File: src/rtl/fifo_rd_drain.sv
// Read-side FIFO drain: pops words with zero-latency capture and presents them
// on a valid/ready stream through a 2-entry skid buffer.
module fifo_rd_drain #(
  parameter int DATA_WIDTH = 8,
  parameter int CNT_WIDTH  = 16
) (
  input  logic                  CLK,
  input  logic                  RST,
  input  logic                  EN,
  input  logic                  EMPTY,
  input  logic [DATA_WIDTH-1:0] RD_DATA,
  output logic                  RD_INC,
  output logic [DATA_WIDTH-1:0] OUT_DATA,
  output logic                  OUT_VALID,
  input  logic                  OUT_READY,
  output logic [CNT_WIDTH-1:0]  POP_CNT
);

  typedef enum logic [1:0] {
    BUF0 = 2'd0,
    BUF1 = 2'd1,
    BUF2 = 2'd2
  } occ_e;

  occ_e                  state, state_nxt;
  logic [DATA_WIDTH-1:0] e0, e0_nxt;
  logic [DATA_WIDTH-1:0] e1, e1_nxt;
  logic [CNT_WIDTH-1:0]  pop_cnt;
  logic                  push;
  logic                  cons;

  // Pop depends only on registered occupancy, never on OUT_READY.
  assign push      = !RST && EN && !EMPTY && (state != BUF2);
  assign RD_INC    = push;
  assign OUT_VALID = (state != BUF0);
  assign OUT_DATA  = e0;
  assign POP_CNT   = pop_cnt;
  assign cons      = OUT_VALID && OUT_READY;

  always_comb begin
    state_nxt = state;
    e0_nxt    = e0;
    e1_nxt    = e1;
    unique case (state)
      BUF0: begin
        if (push) begin
          state_nxt = BUF1;
          e0_nxt    = RD_DATA;
        end
      end
      BUF1: begin
        if (push && !cons) begin
          state_nxt = BUF2;
          e1_nxt    = RD_DATA;
        end else if (push && cons) begin
          e0_nxt    = RD_DATA;
        end else if (cons) begin
          state_nxt = BUF0;
        end
      end
      BUF2: begin
        if (cons) begin
          state_nxt = BUF1;
          e0_nxt    = e1;
        end
      end
      default: begin
        state_nxt = BUF0;
      end
    endcase
  end

  always_ff @(posedge CLK) begin
    if (RST) begin
      state   <= BUF0;
      e0      <= '0;
      e1      <= '0;
      pop_cnt <= '0;
    end else begin
      state <= state_nxt;
      e0    <= e0_nxt;
      e1    <= e1_nxt;
      if (push) begin
        pop_cnt <= pop_cnt + 1'b1;
      end
    end
  end

endmodule

File: config.mk
export PLATFORM = sky130hd
export DESIGN_NAME = fifo_rd_drain
export DESIGN_NICKNAME = d
export VERILOG_FILES = /design/src/rtl/fifo_rd_drain.sv
export SDC_FILE = /design/constraint.sdc
export NUM_CORES = 1
export LEC_CHECK = 0
export ABC_AREA = 1
export ABC_CLOCK_PERIOD_IN_PS = 1500
export CORE_MARGIN = 2
export CORE_UTILIZATION = 45
export DETAILED_ROUTE_END_ITERATION = 6
export GPL_TIMING_DRIVEN = 0
export PLACE_DENSITY = 0.84
export REMOVE_ABC_BUFFERS = 1
export SETUP_SLACK_MARGIN = 0.1
export SLEW_MARGIN = 20
export SYNTH_ARGS = -nofsm -noshare
export SYNTH_HDL_FRONTEND = slang
export SYNTH_SLANG_ARGS = --single-unit
File: constraint.sdc
create_clock -name CLK -period 1.5 [get_ports CLK]
set_input_delay 0.375 -clock CLK [delete_from_list [all_inputs] [get_ports CLK]]
set_output_delay 0.375 -clock CLK [all_outputs]
set_load 0.05 [all_outputs]
Yosys cells after proc, flatten, opt, wreduce, memory -nomap -nowiden
Cells that the tools add are included.

Input port bits: 13. Register bits after elaboration: 34.

Multiplexer cells: 11. Equal/unequal tests: 9. Reductions and logical operators: 15. $add $sub $neg: 1.

Operators by type and width (number): two-way mux 8 bit (4); one-hot mux 8 bit (3 select lines) (1); adder 16 x 1 -> 16 bit, second input constant (1); two-way mux 2 bit (5); inequality test 2 bit, second input constant (5); logical AND 1 bit (6); inequality test 3 bit, second input constant (2); one-hot mux 2 bit (3 select lines) (1); AND reduction 5 bit (1); AND reduction 4 bit (1); logical NOT 1 bit (3); nonzero test 3 bit (1); equality test 2 x 1 -> 1 bit, second input constant (1); equality test 2 bit, second input constant (1); logical NOT 2 bit (1); AND reduction 2 bit (1); nonzero test 2 bit (1).

Logic depth before layout (Yosys ltp)
Gate-level depths: netlist of run 1.

Depth in word-level cells: 8. Gate-level depth with buffers: 9.

Least setup slack after synthesis of run 1
OpenSTA, ideal clock, no wires.

Kind: register to register. From: register pop_cnt[0] (netlist: POP_CNT[0]). To: register pop_cnt[6] (netlist: POP_CNT[6]). Slack: -0.183 ns. Clock period less this slack: 1.683 ns. Library setup time: 0.144 ns. Cell stages (with the launch flop): 9. Path buffers: 0. Arrival time: 1.538 ns. Cell sequence: dfxtp_1 > ha_1 > nand2_1 > nor2_1 > nand2_1 > nor2_2 > inv_1 > nand3_1 > o21ai_0.

Longest elaborated chain between the ends: 1.

Ends and longest elaborated chain: start: declaration (line 28) `logic [CNT_WIDTH-1:0] pop_cnt;`; start signal: assignment (line 84) `pop_cnt <= pop_cnt + 1'b1;`; adder 16 x 1 -> 16 bit (line 84).

Every way passes these cells. A chain may end at the register's enable or synchronous reset.

Final worst setup path of run 1
From: register state[1]. To: output RD_INC.

Longest elaborated chain between the ends: 2.

Ends and longest elaborated chain: start: declaration (line 25) `occ_e state, state_nxt;`; start signal: assignment (line 80) `state <= state_nxt;`; inequality test 2 bit (line 33) `assign push = !RST && EN && !EMPTY && (state != BUF2);`; logical AND 1 bit (line 33); end: declaration (line 12) `output logic RD_INC,`.

Every way passes these cells.

==> summary.md, run 1 <==
| Metric | Value |
|---|---|
| Synth unique cells | `23` |
| H-tree Lvls | `2` |
| First-pass GRT wire length | `6590 µm` |
| Min setup slack post-route | `0.0349 ns` |
| Register bit total from synthesis | `34` |
| Status | `completed` |
| Placed standard-cell area | `2080 µm²` |
| Sequential fraction of the synthesis area | `40.6%` |
| Area Growth Syn to Fin | `35.1%` |
| CTS Buf Count | `5` |
| Initial antenna violation count | `0` |
| Clock transition at the registers of the reported paths | `0.07 ns` |
| Avg Inst Size Synth | `6.55 µm²` |
| Die height | `65.0 µm` |
| Critical Path Source Type | `register` |
| Hold WC Path Type | `input port to register` |
| PortBufs | `38` |
| Nets | `316` |
| GRT Overall Usage | `20.1%` |
| Async SR Flop Fraction | `0%` |
| DR vias/cell | `4.92` |
| Critical path endpoint category | `primary output` |
| PwrDens | `975 nW/µm²` |
| CP arrival | `1.09 ns` |
| Ys flop type | `dfxtp_1` |
| DRC | `0` |
| Placed cells | `336` |
| Lkg Pwr | `1.02 nW` |
| Max transition margin | `81.2%` |
| Maximum clock rate | `0.683 GHz` |
| Post-DRT Antenna Nets | `0` |
| Post-layout minimum cycle time | `1.47 ns` |
| Drt wl/cell | `11.3 µm` |
| Final wirelength | `3960 µm` |
| Gr ovfl total | `0` |
| Least-Margin Pin Slew | `0.282 ns` |
| CTS Hold Bufs | `0` |
| RD Place Congestion | `0.849` |
| Via count | `1727` |
| Synthesized cell area | `1680 µm²` |
| Iter 0 DRT Violations | `90` |
| FF+latch area | `696 µm²` |
| Initial Utilization | `46.1%` |
| Most frequent cell after synthesis | `nor2_1` |
| Area occupied by multi-input gates | `906 µm²` |
| Top cell type's share of synthesized area | `40.6%` |
| Clock latency at the later pin of the worst-skew pair | `0.29 ns` |
| Fill count | `355` |
| CTS tree | `done` |
| HPWL Detailed | `2530 µm` |
| I/O pin cnt | `39` |
| Die area | `4230 µm²` |
| Commonest cells in the synthesized netlist | `nor2_1 (67), nand2_1 (58), dfxtp_1 (34)` |
| Dominant cell type by area after synthesis | `dfxtp_1` |
| Max-capacitance violation count | `0` |
| WP data required | `1.12 ns` |
| CP max FO | `3` |
| Post-synth EDFFs | `0` |
| Die width | `65.0 µm` |
| Clock Path Buffers | `2` |
| Cells after Synth | `256` |
| Clock Skew | `0.0103 ns` |
| Fin crit share | `97.7%` |
| Core ar. | `3630 µm²` |
| Fin cells | `351` |
| Pre-antenna DRT Iters | `4` |
| Hold Fails Final Rpt | `0` |
| RSZ-0062 raised after global routing | `yes` |
| FP Rows | `22` |
| Vias in the first global route | `1580` |
| Sink Count | `34` |
| Final Slew Violations | `0` |
| Synth area leaders | `dfxtp_1 (41%), nor2_1 (15%), nand2_1 (13%)` |
| # setup viols final | `0` |
| Final hold slack | `0.422 ns` |
| Worst slack, placed | `-1.59 ns` |
| Root Driver | `clkbuf_8` |
| Design area | `2260 µm²` |
| Yosys warning total | `0` |
| WS Path Type | `register to primary output` |
| Largest net degree at the start of global routing | `19` |
| Worst VDD drop | `0.600 mV` |
| Layout cell share with drive strength beyond 1 | `24.8%` |
| Antenna diodes | `0` |
==> stage by stage <==
step	total power [mW]	util (%)	setup TNS [ns]
4_1_cts	2.23	59.8	0
6_report	2.21	62.3	0
5_1_grt	2.28	62.3	-0.0359
3_3_place_gp	1.17	57.1	-26.83
2_1_floorplan	1.08	-	-3.76
3_5_place_dp	1.18	57.1	-27.23
==> registers in the layout, summed over array words and instances, names as in the netlist <==
name	cells
OUT_DATA	8
POP_CNT	16
e1	8
state	2
==> timing repair <==
action | 4_1_cts | 5_1_grt
gates resized for setup | 139 | 37
pin swaps | 2 | 10
cloned | 1 | 0
setup buffers | 2 | 4
endpoints found under the setup margin | 57 | 35
==> power by group <==
part	total, mW	internal [mW]	switching, mW
combinational	0.232	0.0800	0.152
clock	1.04	0.709	0.335
sequential	0.933	0.919	0.0145
total	2.21	1.71	0.502
==> path summary, 6_finish.rpt <==
check | from | to | slack (ns) | cells past startpoint
worst max-delay path | state[1]$_SDFFE_PP0P_ | RD_INC | 0.03 | 4
worst min-delay path | RST | POP_CNT[7]$_SDFFE_PP0P_ | 0.42 | 2
worst max register to register | state[1]$_SDFFE_PP0P_ | e1[4]$_SDFFE_PP0P_ | 0.14 | 8
worst min register to register | POP_CNT[2]$_SDFFE_PP0P_ | POP_CNT[2]$_SDFFE_PP0P_ | 0.50 | 2
==> cells in the final DEF, fill, tap and decap left out, types with 2 or more instances in the layout <==
cell	instances
buf_4	7
o21ai_0	20
clkdlybuf4s18_2	2
nor2_2	4
o21ai_1	2
inv_1	25
nand2_4	2
nand2_2	7
clkbuf_4	4
a21oi_1	8
clkdlybuf4s50_1	9
clkbuf_8	6
nand2_1	52
dfxtp_1	30
inv_2	5
nand3_1	7
nand4_1	6
nor2_1	63
bufinv_16	2
nand3_2	2
dfxtp_4	4
dlygate4sd2_1	2
buf_2	17
nor2_4	6
==> routing by layer <==
metal	share of wire [%]	track usage (%)	wire, µm
met3	6.5	6.60	257
met1	43	22.6	1710
met5	0	0	0
met2	48	35.1	1900
met4	2.1	7.81	85
==> cell type report <==
cell class | count | share of cell area [%]
Clock buffer | 6 | 3.65
Sequential cell | 34 | 30.7
Timing Repair Buffer | 44 | 14.7
Multi-Input combinational cell | 185 | 40.0
Tap cell | 48 | 2.65
Inverter | 31 | 5.47
Clock inverter | 2 | 2.65
Timing Repair inverter | 1 | 0.166
==> critical path, stage by stage, from the launching register on <==
cell	delay [ns]
dfxtp_4	0.37
inv_4	0.08
nor2_4	0.05
nor2_4	0.14
buf_8	0.16
==> logic make-up (layout without fill, tap and decap cells) <==
family,Yosys count,count (layout),synth area share (%)
and+or+nand+nor,151,151,38.8
xor gates and xnor gates,2,2,1.04
buffers and inverters,37,84,9.40
adders and majority gates,1,1,0.746
DFF,34,34,40.6
AOI/OAI and AO/OA,31,31,9.40
(Power assumes the default switching activity.)
==> run 2: changes to the inputs <==
Settings changed: CORE_UTILIZATION 45 to 40, PLACE_DENSITY 0.84 to 0.77.
==> run 2 against run 1 <==
Net effect:
- critical endpoint unchanged
- global-route usage shrank 2.5 points
- clock power fell by 32%
- core utilization shrank 7.6 points
- setup slack improved by 0.0064 ns
- sequential cell count unchanged
- non-clock buffer count down 2
- clock skew fell by 0.0083 ns
- fmax rose by 0.44%
- die area is 12% higher
- critical path depth did not move
- highest routed layer unchanged
- combinational power about the same
==> summary.md, run 2 (synthesis gave the netlist of run 1 again) <==
| Metric | Value |
|---|---|
| Status | `completed` |
| Clock Path Buffers | `2 (unchanged)` |
| First-pass GRT wire length | `6180 µm (-6.2%)` |
| Critical Path Source Type | `register` |
| Clock transition at the registers of the reported paths | `0.07 ns (about the same)` |
| Placed standard-cell area | `2080 µm² (+0.12%)` |
| Worst VDD drop | `0.702 mV (+17%)` |
| Clock latency at the later pin of the worst-skew pair | `0.29 ns (about the same)` |
| Reg2Reg Capture Point | `POP_CNT[14]$_SDFFE_PP0P_` |
| Area occupied by multi-input gates | `900 µm² (-0.69%)` |
| CP max FO | `3 (unchanged)` |
| Hold WC Path Type | `input port to register` |
| Fill count | `399 (+12%)` |
| Post-DRT Antenna Nets | `0 (unchanged)` |
| Clock Skew | `0.00200 ns (-0.00828 ns)` |
| Setup TNS | `0 ns (unchanged)` |
| RSZ-0062 raised after global routing | `yes` |
| HPWL Detailed | `2520 µm (-0.55%)` |
| FF-to-FF path depth | `7 (-1)` |
| RD Place Congestion | `0.800 (-5.7%)` |
| Root Driver | `clkbuf_8` |
| WS Path Type | `register to primary output` |
| GRT Overall Usage | `17.6% (-2.5 points)` |
| I/O pin cnt | `39 (unchanged)` |
| CTS Hold Bufs | `0 (unchanged)` |
| Min-delay src | `RST` |
| Initial antenna violation count | `0 (unchanged)` |
| Antenna diodes | `0 (unchanged)` |
| Drt wl/cell | `11.3 µm (+0.36%)` |
| Vias in the first global route | `1474 (-6.7%)` |
| Die height | `68.7 µm (+5.7%)` |
| CP arrival | `1.08 ns (about the same)` |
| # setup viols final | `0 (unchanged)` |
| RR Startpoint | `POP_CNT[0]$_SDFFE_PP0P_` |
| Gr ovfl total | `0 (unchanged)` |
| Hold Fails Final Rpt | `0 (unchanged)` |
| Initial Utilization | `41.6% (-4.5 points)` |
| PortBufs | `38 (unchanged)` |
| CTS tree | `done` |
| Layout cell share with drive strength beyond 1 | `22.1% (-2.6 points)` |
| Largest net degree at the start of global routing | `19 (unchanged)` |
| Most frequent cells in the layout | `nor2_1 (64), nand2_1 (56), dfxtp_1 (30)` |
| DR vias/cell | `4.84 (-1.5%)` |
| Critical path endpoint category | `primary output` |
| Max transition margin | `81.3% (+0.14 points)` |
| WP data required | `1.12 ns (about the same)` |
| Core ar. | `4030 µm² (+11%)` |
| H-tree Lvls | `2 (unchanged)` |
| Commonest non-fill, non-tap cell in the layout | `nor2_1` |
| Lkg Pwr | `0.997 nW (-2.5%)` |
| DRC | `0 (unchanged)` |
| PwrDens | `849 nW/µm² (-13%)` |
| Fin crit share | `97.2% (-0.43 points)` |
| Final wirelength | `4000 µm (+0.93%)` |
| Worst hold path stage count | `2 (unchanged)` |
| Area Growth Syn to Fin | `31.5%` |
| Maximum clock rate | `0.686 GHz (+0.44%)` |
| Max-capacitance violation count | `0 (unchanged)` |
| Sink Count | `34 (unchanged)` |
| Final Slew Violations | `0 (unchanged)` |
| Least-Margin Pin Slew | `0.280 ns (-0.00174 ns)` |
| Via count | `1710 (-0.98%)` |
| Die width | `68.7 µm (+5.7%)` |
| FF+latch area | `693 µm² (-0.36%)` |
| Design area | `2200 µm² (-2.7%)` |
| WHS Endpoint | `POP_CNT[7]$_SDFFE_PP0P_` |
| Nets | `316 (unchanged)` |
| Pre-antenna DRT Iters | `4 (unchanged)` |
| Post-layout minimum cycle time | `1.46 ns (-0.00642 ns)` |
| R2R setup slack | `0.18 ns (+0.04 ns)` |
| Die area | `4730 µm² (+12%)` |
| CTS Buf Count | `5 (unchanged)` |
| Largest register FFs | `16 (unchanged)` |
| Iter 0 DRT Violations | `67 (-26%)` |
| FP Rows | `23 (+4.5%)` |
[run 2: cell count changes in the layout (fill, tap and decap cells not counted), moves of 2 or more]
cell / delta
inv_2: -4
nand2_1: +4
buf_4: -3
nand2_2: -3
bufinv_16: -2
clkdlybuf4s15_2: +2
inv_1: +2
inv_4: +2
nor2_4: -2
[run 2: layout make-up]
cell class              count  area share (%)
clock buffers               7            3.92
inverters                  31            5.85
multi-input cells         187            40.8
well taps                  50            2.84
repair inverters            1           0.170
flip-flops and latches     34            31.4
clock inverters             1           0.227
repair buffers             42            14.8
[run 2: worst max-delay path: stages (launching register included)]
cell and delay, ns:
dfxtp_4 0.38, inv_4 0.05, nor2_4 0.15, nor2_4 0.07
buf_8 0.15
[run 2: where the power goes]
part | total, mW | internal [mW] | leakage, nW | switching (mW)
logic | 0.233 | 0.0808 | 0.671 | 0.153
registers | 0.936 | 0.920 | 0.278 | 0.0160
clock network | 0.702 | 0.370 | 0.0482 | 0.332
total | 1.87 | 1.37 | 0.997 | 0.501
[run 2: what timing repair did]
item                       4_1_cts  5_1_grt
gates cloned                     1        2
setup endpoints to repair       57       27
pin swaps                        1        8
setup buffers                    2        2
gates resized for setup        132       30
[run 2: how the worst max path moves through the flow]
| stage | startpoint | endpoint | slack, ns |
|---|---|---|---|
| 4_1_cts | state[1]$_SDFFE_PP0P_ | RD_INC | 0.004 |
| 6_report | state[1]$_SDFFE_PP0P_ | RD_INC | 0.04 |
| 2_1_floorplan | RST | OUT_DATA[0]$_SDFFE_PP0P_ | -0.20 |
| 3_5_place_dp | RST | RD_INC | -1.62 |
| 5_1_grt | EMPTY | RD_INC | 0.01 |
| 3_3_place_gp | RST | RD_INC | -1.61 |
[run 2: metal layers]
| layer | track usage, % | up-vias | wire (µm) |
|---|---|---|---|
| li1 | - | 894 | - |
| met1 | 20.0 | 762 | 1760 |
| met2 | 30.2 | 47 | 1880 |
| met3 | 5.36 | 7 | 278 |
| met4 | 7.60 | 0 | 68 |
| met5 | 0 | - | 0 |
[run 2: through the flow]
step                setup slack [ns]  utilization, %  hold WS [ns]  power [mW]  std cells
global placement               -1.61            51.6         0.487        1.17        338
global route                  0.0138            54.7         0.458        1.94        353
CTS                          0.00401            53.0         0.427        1.88        349
detailed placement             -1.62            51.6         0.486        1.18        338
floorplan                     -0.198               -         0.444        1.08        250
finish                        0.0413            54.7         0.431        1.87        353
